**src/rtl/stream_mux4.sv**
```systemverilog
`timescale 1ns/1ps
// stream_mux4 - 4-to-1 valid/ready stream multiplexer with round-robin
// arbitration and a single registered output stage.
//
// Ports:
//   clk        rising-edge clock
//   rst_n      asynchronous active-low reset
//   in_data    channel i data in bits [i*WIDTH +: WIDTH]
//   in_valid   per-channel word offered
//   in_ready   per-channel word accepted this cycle (at most one bit high)
//   out_data   registered output word
//   out_sel    channel index the out_data word came from
//   out_valid  output register holds a word
//   out_ready  consumer accepts the word this cycle
module stream_mux4 #(
    parameter int unsigned WIDTH = 8
) (
    input  logic               clk,
    input  logic               rst_n,
    input  logic [4*WIDTH-1:0] in_data,
    input  logic [3:0]         in_valid,
    output logic [3:0]         in_ready,
    output logic [WIDTH-1:0]   out_data,
    output logic [1:0]         out_sel,
    output logic               out_valid,
    input  logic               out_ready
);

    logic [WIDTH-1:0] out_data_q, out_data_d;
    logic [1:0]       out_sel_q, out_sel_d;
    logic             out_valid_q, out_valid_d;
    logic [1:0]       last_grant_q, last_grant_d;

    logic [3:0]       grant;
    logic [1:0]       grant_idx;
    logic [1:0]       scan_idx;
    logic             found;
    logic             load_en;

    // The register can take a new word when empty or when its word drains this cycle.
    assign load_en = !out_valid_q || out_ready;

    // Round-robin scan starting one past the last granted channel.
    always_comb begin
        grant     = '0;
        grant_idx = last_grant_q;
        found     = 1'b0;
        scan_idx  = '0;
        for (int unsigned i = 1; i <= 4; i++) begin
            scan_idx = last_grant_q + 2'(i);
            if (!found && in_valid[scan_idx]) begin
                found           = 1'b1;
                grant[scan_idx] = 1'b1;
                grant_idx       = scan_idx;
            end
        end
    end

    // rst_n gating keeps producers from seeing an accept while in reset.
    assign in_ready = grant & {4{load_en & rst_n}};

    always_comb begin
        out_data_d   = out_data_q;
        out_sel_d    = out_sel_q;
        out_valid_d  = out_valid_q;
        last_grant_d = last_grant_q;
        if (load_en && found) begin
            out_data_d   = in_data[grant_idx*WIDTH +: WIDTH];
            out_sel_d    = grant_idx;
            out_valid_d  = 1'b1;
            last_grant_d = grant_idx;
        end else if (out_valid_q && out_ready) begin
            out_valid_d = 1'b0;
        end
    end

    always_ff @(posedge clk or negedge rst_n) begin
        if (!rst_n) begin
            out_data_q   <= '0;
            out_sel_q    <= '0;
            out_valid_q  <= 1'b0;
            last_grant_q <= 2'd3;
        end else begin
            out_data_q   <= out_data_d;
            out_sel_q    <= out_sel_d;
            out_valid_q  <= out_valid_d;
            last_grant_q <= last_grant_d;
        end
    end

    assign out_data  = out_data_q;
    assign out_sel   = out_sel_q;
    assign out_valid = out_valid_q;

endmodule

```
**config.mk**
```make
export PLATFORM = sky130hd
export DESIGN_NAME = stream_mux4
export DESIGN_NICKNAME = d
export VERILOG_FILES = /design/src/rtl/stream_mux4.sv
export SDC_FILE = /design/constraint.sdc
export NUM_CORES = 1
export LEC_CHECK = 0
export CELL_PAD_IN_SITES_DETAIL_PLACEMENT = 1
export CELL_PAD_IN_SITES_GLOBAL_PLACEMENT = 2
export CORE_MARGIN = 5
export CORE_UTILIZATION = 25
export CTS_CLUSTER_DIAMETER = 40
export DETAILED_ROUTE_END_ITERATION = 10
export PLACE_DENSITY = 0.8
export SLEW_MARGIN = 15
export SYNTH_ARGS = -nofsm -noshare
export SYNTH_HDL_FRONTEND = slang
export SYNTH_SLANG_ARGS = --single-unit
```
**constraint.sdc**
```tcl
create_clock -name clk -period 6.23 [get_ports clk]
set_clock_uncertainty 0.1 [all_clocks]
set_input_delay 1.246 -clock clk [delete_from_list [all_inputs] [get_ports clk]]
set_output_delay 1.246 -clock clk [all_outputs]
set_load 0.05 [all_outputs]
```
Word level (Yosys, flattened, before mapping) --
Cells that the tools add are included.
Word-level totals: memory bits (read-only) 0, register bits 13, memories 0, memory bits (writable) 0, latch bits 0, logic and storage cells 66
Cells by class: eq/ne operators 0, bitwise operators 5, multipliers 0, add/sub/neg operators 3, order comparisons 8, divide/modulo/power cells 0, multiplexer cells 30, reductions and logical operators 15, shift operators 1
Operators by type and width (number):
- $shiftx 32x6->8 | 1
- $mux 4 | 4
- $mux 1 | 14
- $lt 2x3->1 const B | 4
- $or 4x4->4 | 3
- $logic_and 1x1->1 | 9
- $bmux 1 s2 | 4
- $demux 1 s2 | 4
- $ge 2x1->1 const B | 4
- $mux 2 | 4
- $add 2x2->2 const B | 2
- $and 4x4->4 | 1
- $logic_not 1->1 | 4
- $add 2x1->2 const B | 1
- $reduce_bool 2->1 | 1
- $and 1x1->1 | 1
- $logic_or 1x1->1 | 1

Longest topological paths before layout --
word-level depth 15, depth in mapped cells 10

Worst setup path before layout --
Ideal clock, no wire load.
path type input -> output, start point input in_valid[3], end point output in_ready[0], stages 6, path slack 1.674 ns, arrival time 3.210 ns, cell sequence nor2_1 -> nand2_1 -> or4b_2 -> o311ai_0 -> nand2_1 -> a21oi_1
On the way: word-level cells in the longest chain between the ends 13, elaborated cells on any way between the ends 25, those cells by class 15 x mux; 4 x bitwise; 6 x reduce/logical
Ends and longest elaborated chain:
- start: declaration | RTL line 21 | input logic [3:0] in_valid,
- $bmux 1 s2 | RTL line 51 | if (!found && in_valid[scan_idx]) begin
- $mux 1 (implied by the code) | RTL line 51
- $mux 1 | RTL line 51
- $logic_not 1->1 | RTL line 51
- $logic_and 1x1->1 | RTL line 51
- $mux 1 | RTL line 51
- $logic_not 1->1 | RTL line 51
- $logic_and 1x1->1 | RTL line 51
- $mux 1 | RTL line 51
- $logic_not 1->1 | RTL line 51
- $logic_and 1x1->1 | RTL line 51
- $mux 4 * | RTL line 51
- $and 4x4->4 * | RTL line 60 | assign in_ready = grant & {4{load_en & rst_n}};
- end: declaration | RTL line 22 | output logic [3:0] in_ready,
Every way passes the cells marked *; elsewhere a longest branch is shown, timed or not. The select of a mux whose other input is x is not followed.

Worst setup path in the final report --
start point input in_valid[3], end point output in_ready[2]
Same word-level chain as after synthesis.

==> flow_summary.rst <==
.. list-table::
   :header-rows: 1

   * - Metric
     - Value
   * - Number of global-route vias before repair
     - 1,229
   * - Final worst-path cycle share
     - just under 90%
   * - Internal Dissipation
     - around 0.0005 W
   * - Cells after Synth
     - between 100 and 150
   * - CTS resizes
     - 0
   * - Core area
     - between 4000 and 5000 sq um
   * - Number of antenna violations at the first check in global routing
     - 0
   * - Maximum achievable frequency
     - ~180 MHz
   * - Clock-pin slew reported for the worst setup and hold paths after clock tree synthesis
     - about 0.050 ns
   * - Cell at the root of the clock tree
     - clkbuf_8
   * - Relative contribution of combinational cells to total power
     - around three quarters
   * - Maximum number of pins on one net before global-route repair
     - 18
   * - RSZ-0062 raised after global routing
     - no
   * - Final layout net count
     - 217
   * - Avg Inst Size Synth
     - approximately 10 sq um
   * - Pre-CTS WS
     - about 0.74 ns
   * - Data required time of the critical path
     - between 4 and 5 ns
   * - Net switching power figure
     - a little under 0.0005 W
   * - Reg-to-reg setup timing slack
     - 2.77 ns
   * - Total negative slack for setup checks
     - 0 ns
   * - HPWL after detailed placement
     - roughly 2900 um
   * - Critical path class
     - input pin to output port
   * - Number of nets still failing antenna checks after routing
     - 0
   * - Top-level port count
     - 54
   * - Die width
     - between 70 and 80 um
   * - H-tree levels
     - 1
   * - Fin cells
     - roughly 220
   * - Post-synthesis sequential area ratio
     - roughly 29%
   * - Number of buffers inserted for hold repair after clock tree synthesis
     - 0
   * - Number of nets in the synthesized netlist
     - 160
   * - Critical path fanouts, max
     - 6
   * - Netlist Area Pre-Place
     - 1142 sq um
   * - Library cell with the largest summed area after synthesis
     - dfrtp_1
   * - Max transition margin
     - approximately 45%
   * - Drt wl/cell
     - 15.35 um
   * - Largest vdd supply drop
     - around 220 uV
   * - Most common cell in the netlist
     - nand2_1
   * - Launch instance of the worst register-to-register path
     - last_grant_q[0]$_DFFE_PN1P_
   * - Setup-failing EPs final
     - 0
   * - TritonCTS clock tree
     - done
   * - Dominant synthesized flop cell
     - dfrtp_1
   * - Share of power burned in the clock network
     - 7.3%
   * - Reg2Reg Capture Point
     - out_data[2]$_DFFE_PN0P_
   * - Die Height
     - roughly 78 um
   * - Kind of capture point of the worst setup path
     - output port
   * - Total global routing overflow
     - 0
   * - Share of cells above drive strength 1
     - ~8.3%
   * - Standby leakage power
     - 0.7310 nW
   * - Number of antenna cells inserted
     - 0
   * - Detailed Routing Iterations Pass 1
     - 4
   * - Power share of the sequential group
     - between 10% and 20%
   * - Number of flops mapped to enable cells by yosys
     - 0
   * - Port Buf Inserts
     - between 50 and 60
   * - Fraction of post-synthesis cell area in the top cell type by area
     - 24.10%
   * - Min cycle time layout
     - ~5.5 ns
   * - Setup Buffers After CTS
     - 0
   * - Global placer's final weighted congestion
     - 0.7679
   * - Number of cells traversed by the worst register-to-register path
     - 7
   * - Later-pin clock latency in the skew report
     - 0.23 ns
   * - Power density cells
     - about 570 nW/um^2
   * - Hold Crit Class
     - flop to flop
   * - Fin. max-slew vios
     - 0
   * - Clock buffer count from CTS
     - 3
   * - Area growth from synthesis to layout
     - 54.00%
   * - Asr flop ratio synth
     - between 90% and 100%
   * - Terminating pin of the worst hold path
     - out_sel[1]$_DFFE_PN0P_
   * - Yosys warns
     - 0
   * - Result of the run
     - finished, final reports clean
   * - Data arrival time at the worst-slack endpoint
     - 4.13 ns
   * - Number of rows in the core area
     - 24
   * - Starting density of the core
     - 26.06%
   * - Leading post-synthesis cells by cell area
     - dfrtp_1 (24%), mux2i_1 (14%), ha_1 (8.8%)
   * - Number of synthesized register bits
     - 13
   * - Via/cell ratio
     - roughly 5.1
   * - Global-route wire length before repair
     - approximately 5800 um
   * - DRC violations left
     - 0
   * - Most used standard cells in the synthesized netlist
     - nand2_1 (21), mux2i_1 (16), dfrtp_1 (11)
   * - Number of endpoints with negative hold slack in the final report
     - 0
   * - Count of max-cap constraint violations
     - 0
   * - Startpoint type of the worst setup path
     - input pin
   * - Aggregate routed wire length
     - around 3400 um
   * - Number of distinct library cells after synthesis
     - 32
   * - Maximum count of clock buffers along a single path
     - 2
   * - Die ar.
     - between 6000 and 7000 sq um
   * - Worst Slack Setup Final
     - 0.7512 ns
   * - CTS sink cnt
     - 13
   * - Placed cells
     - 217
   * - DR vias
     - 1,117
   * - Depth of the worst hold-timing path
     - 2
   * - Start point of the worst min-delay path
     - out_sel[1]$_DFFE_PN0P_
   * - Tot GR Track Use
     - ~12%
   * - Switching Fraction
     - 49.73%
   * - Number of DRC markers in iteration 0
     - 60
   * - Actual transition at the worst max-transition pin
     - just over 0.8 ns
-- flip-flops by register name, indices dropped and copies added (netlist names) --
signal        flops
last_grant_q      2
out_data          8
out_valid         1
out_sel           2
-- stage by stage --
step / hold slack (ns) / power (W) / instance area [sq um] / util [%]
after floorplan: 0.5293 / 0.0007779 / 1142 / -
after global placement: 0.3720 / 0.0009172 / 1714 / 39.10
after detailed placement: 0.3795 / 0.0009322 / 1714 / 39.10
after CTS: 0.3904 / 0.001009 / 1759 / 40.13
after global routing: 0.4203 / 0.001066 / 1759 / 40.13
final: 0.3819 / 0.0009942 / 1759 / 40.13
-- layout make-up --
class                   count  area (sq um)
repair buffers             54         538.0
clock buffers               4         45.04
well taps                  52         65.06
multi-input cells          95         772.0
fillers                   494          2625
flip-flops and latches     13         327.8
inverters                   3         11.26
-- per-layer routing --
layer | vias up | track usage [%] | share of wire [%]
li1 | 544 | - | -
met1 | 533 | 14.36 | 43
met2 | 36 | 19.12 | 50
met3 | 4 | 3.241 | 5.6
met4 | 0 | 3.608 | 0.85
met5 | - | 0 | 0
-- how the worst max path moves through the flow --
stage          depth (start not counted)         from     endpoint  slack [ns]
4_1_cts                                8  in_valid[3]  in_ready[2]        0.74
5_1_grt                                8  in_valid[3]  in_ready[2]        0.55
3_3_place_gp                           8  in_valid[3]  in_ready[0]        0.87
3_5_place_dp                           8  in_valid[3]  in_ready[2]        0.74
6_report                               8  in_valid[3]  in_ready[2]        0.75
2_1_floorplan                          6  in_valid[3]  in_ready[0]        1.67
-- cell usage in the layout, fill, tap and decap left out --
cell type         n
dfrtp_1          11
ha_1              8
xnor2_1           1
a21o_1            1
or4b_2            1
clkbuf_8          3
a222oi_1          4
mux2i_1          16
o311ai_0          1
mux4_1            1
and2_1            1
nand2b_1          1
a32oi_1           1
a21oi_1           5
nand3_1           2
nor2_1           10
o211ai_1          1
clkbuf_1          1
a221oi_1          3
buf_4             1
nor2b_1           2
a22o_1            1
nand2_1          21
inv_1             3
mux4_2            2
dfstp_2           2
clkdlybuf4s50_1  53
nand2b_4          2
xnor2_4           1
o21ai_0           1
a21boi_1          1
mux2_2            1
o221ai_1          5
a221oi_2          1
-- power groups by stage --
stage / sequential (W) / clock (W) / combinational (W)
2_1_floorplan: 0.000272 / 0 / 0.000506
3_3_place_gp: 0.000175 / 0 / 0.000742
3_5_place_dp: 0.000175 / 0 / 0.000758
4_1_cts: 0.000176 / 0.0000748 / 0.000759
5_1_grt: 0.000182 / 0.0000806 / 0.000803
6_report: 0.000175 / 0.0000727 / 0.000747
-- cells by family (layout without fill, tap and decap cells) --
logic type	after synthesis	count (layout)	synth area share, %
AO/OA/AOI/OAI	25	25	17.85
XOR/XNOR	2	2	3.177
adder cells (fa/ha/maj)	8	8	8.763
buffers and inverters	5	61	3.724
flip-flops	13	13	28.70
multiplexers	20	20	21.25
AND/OR/NAND/NOR	40	40	16.54
-- critical path, cell delays in order --
cell and delay [ns]:
clkdlybuf4s50_1 0.49, nor2_1 0.26, nand2_1 0.12, or4b_2 0.60, o311ai_0 0.25, nand2_1 0.15
a21oi_1 0.18, clkdlybuf4s50_1 0.82
No activity file was read; power rests on OpenSTA's default activity.
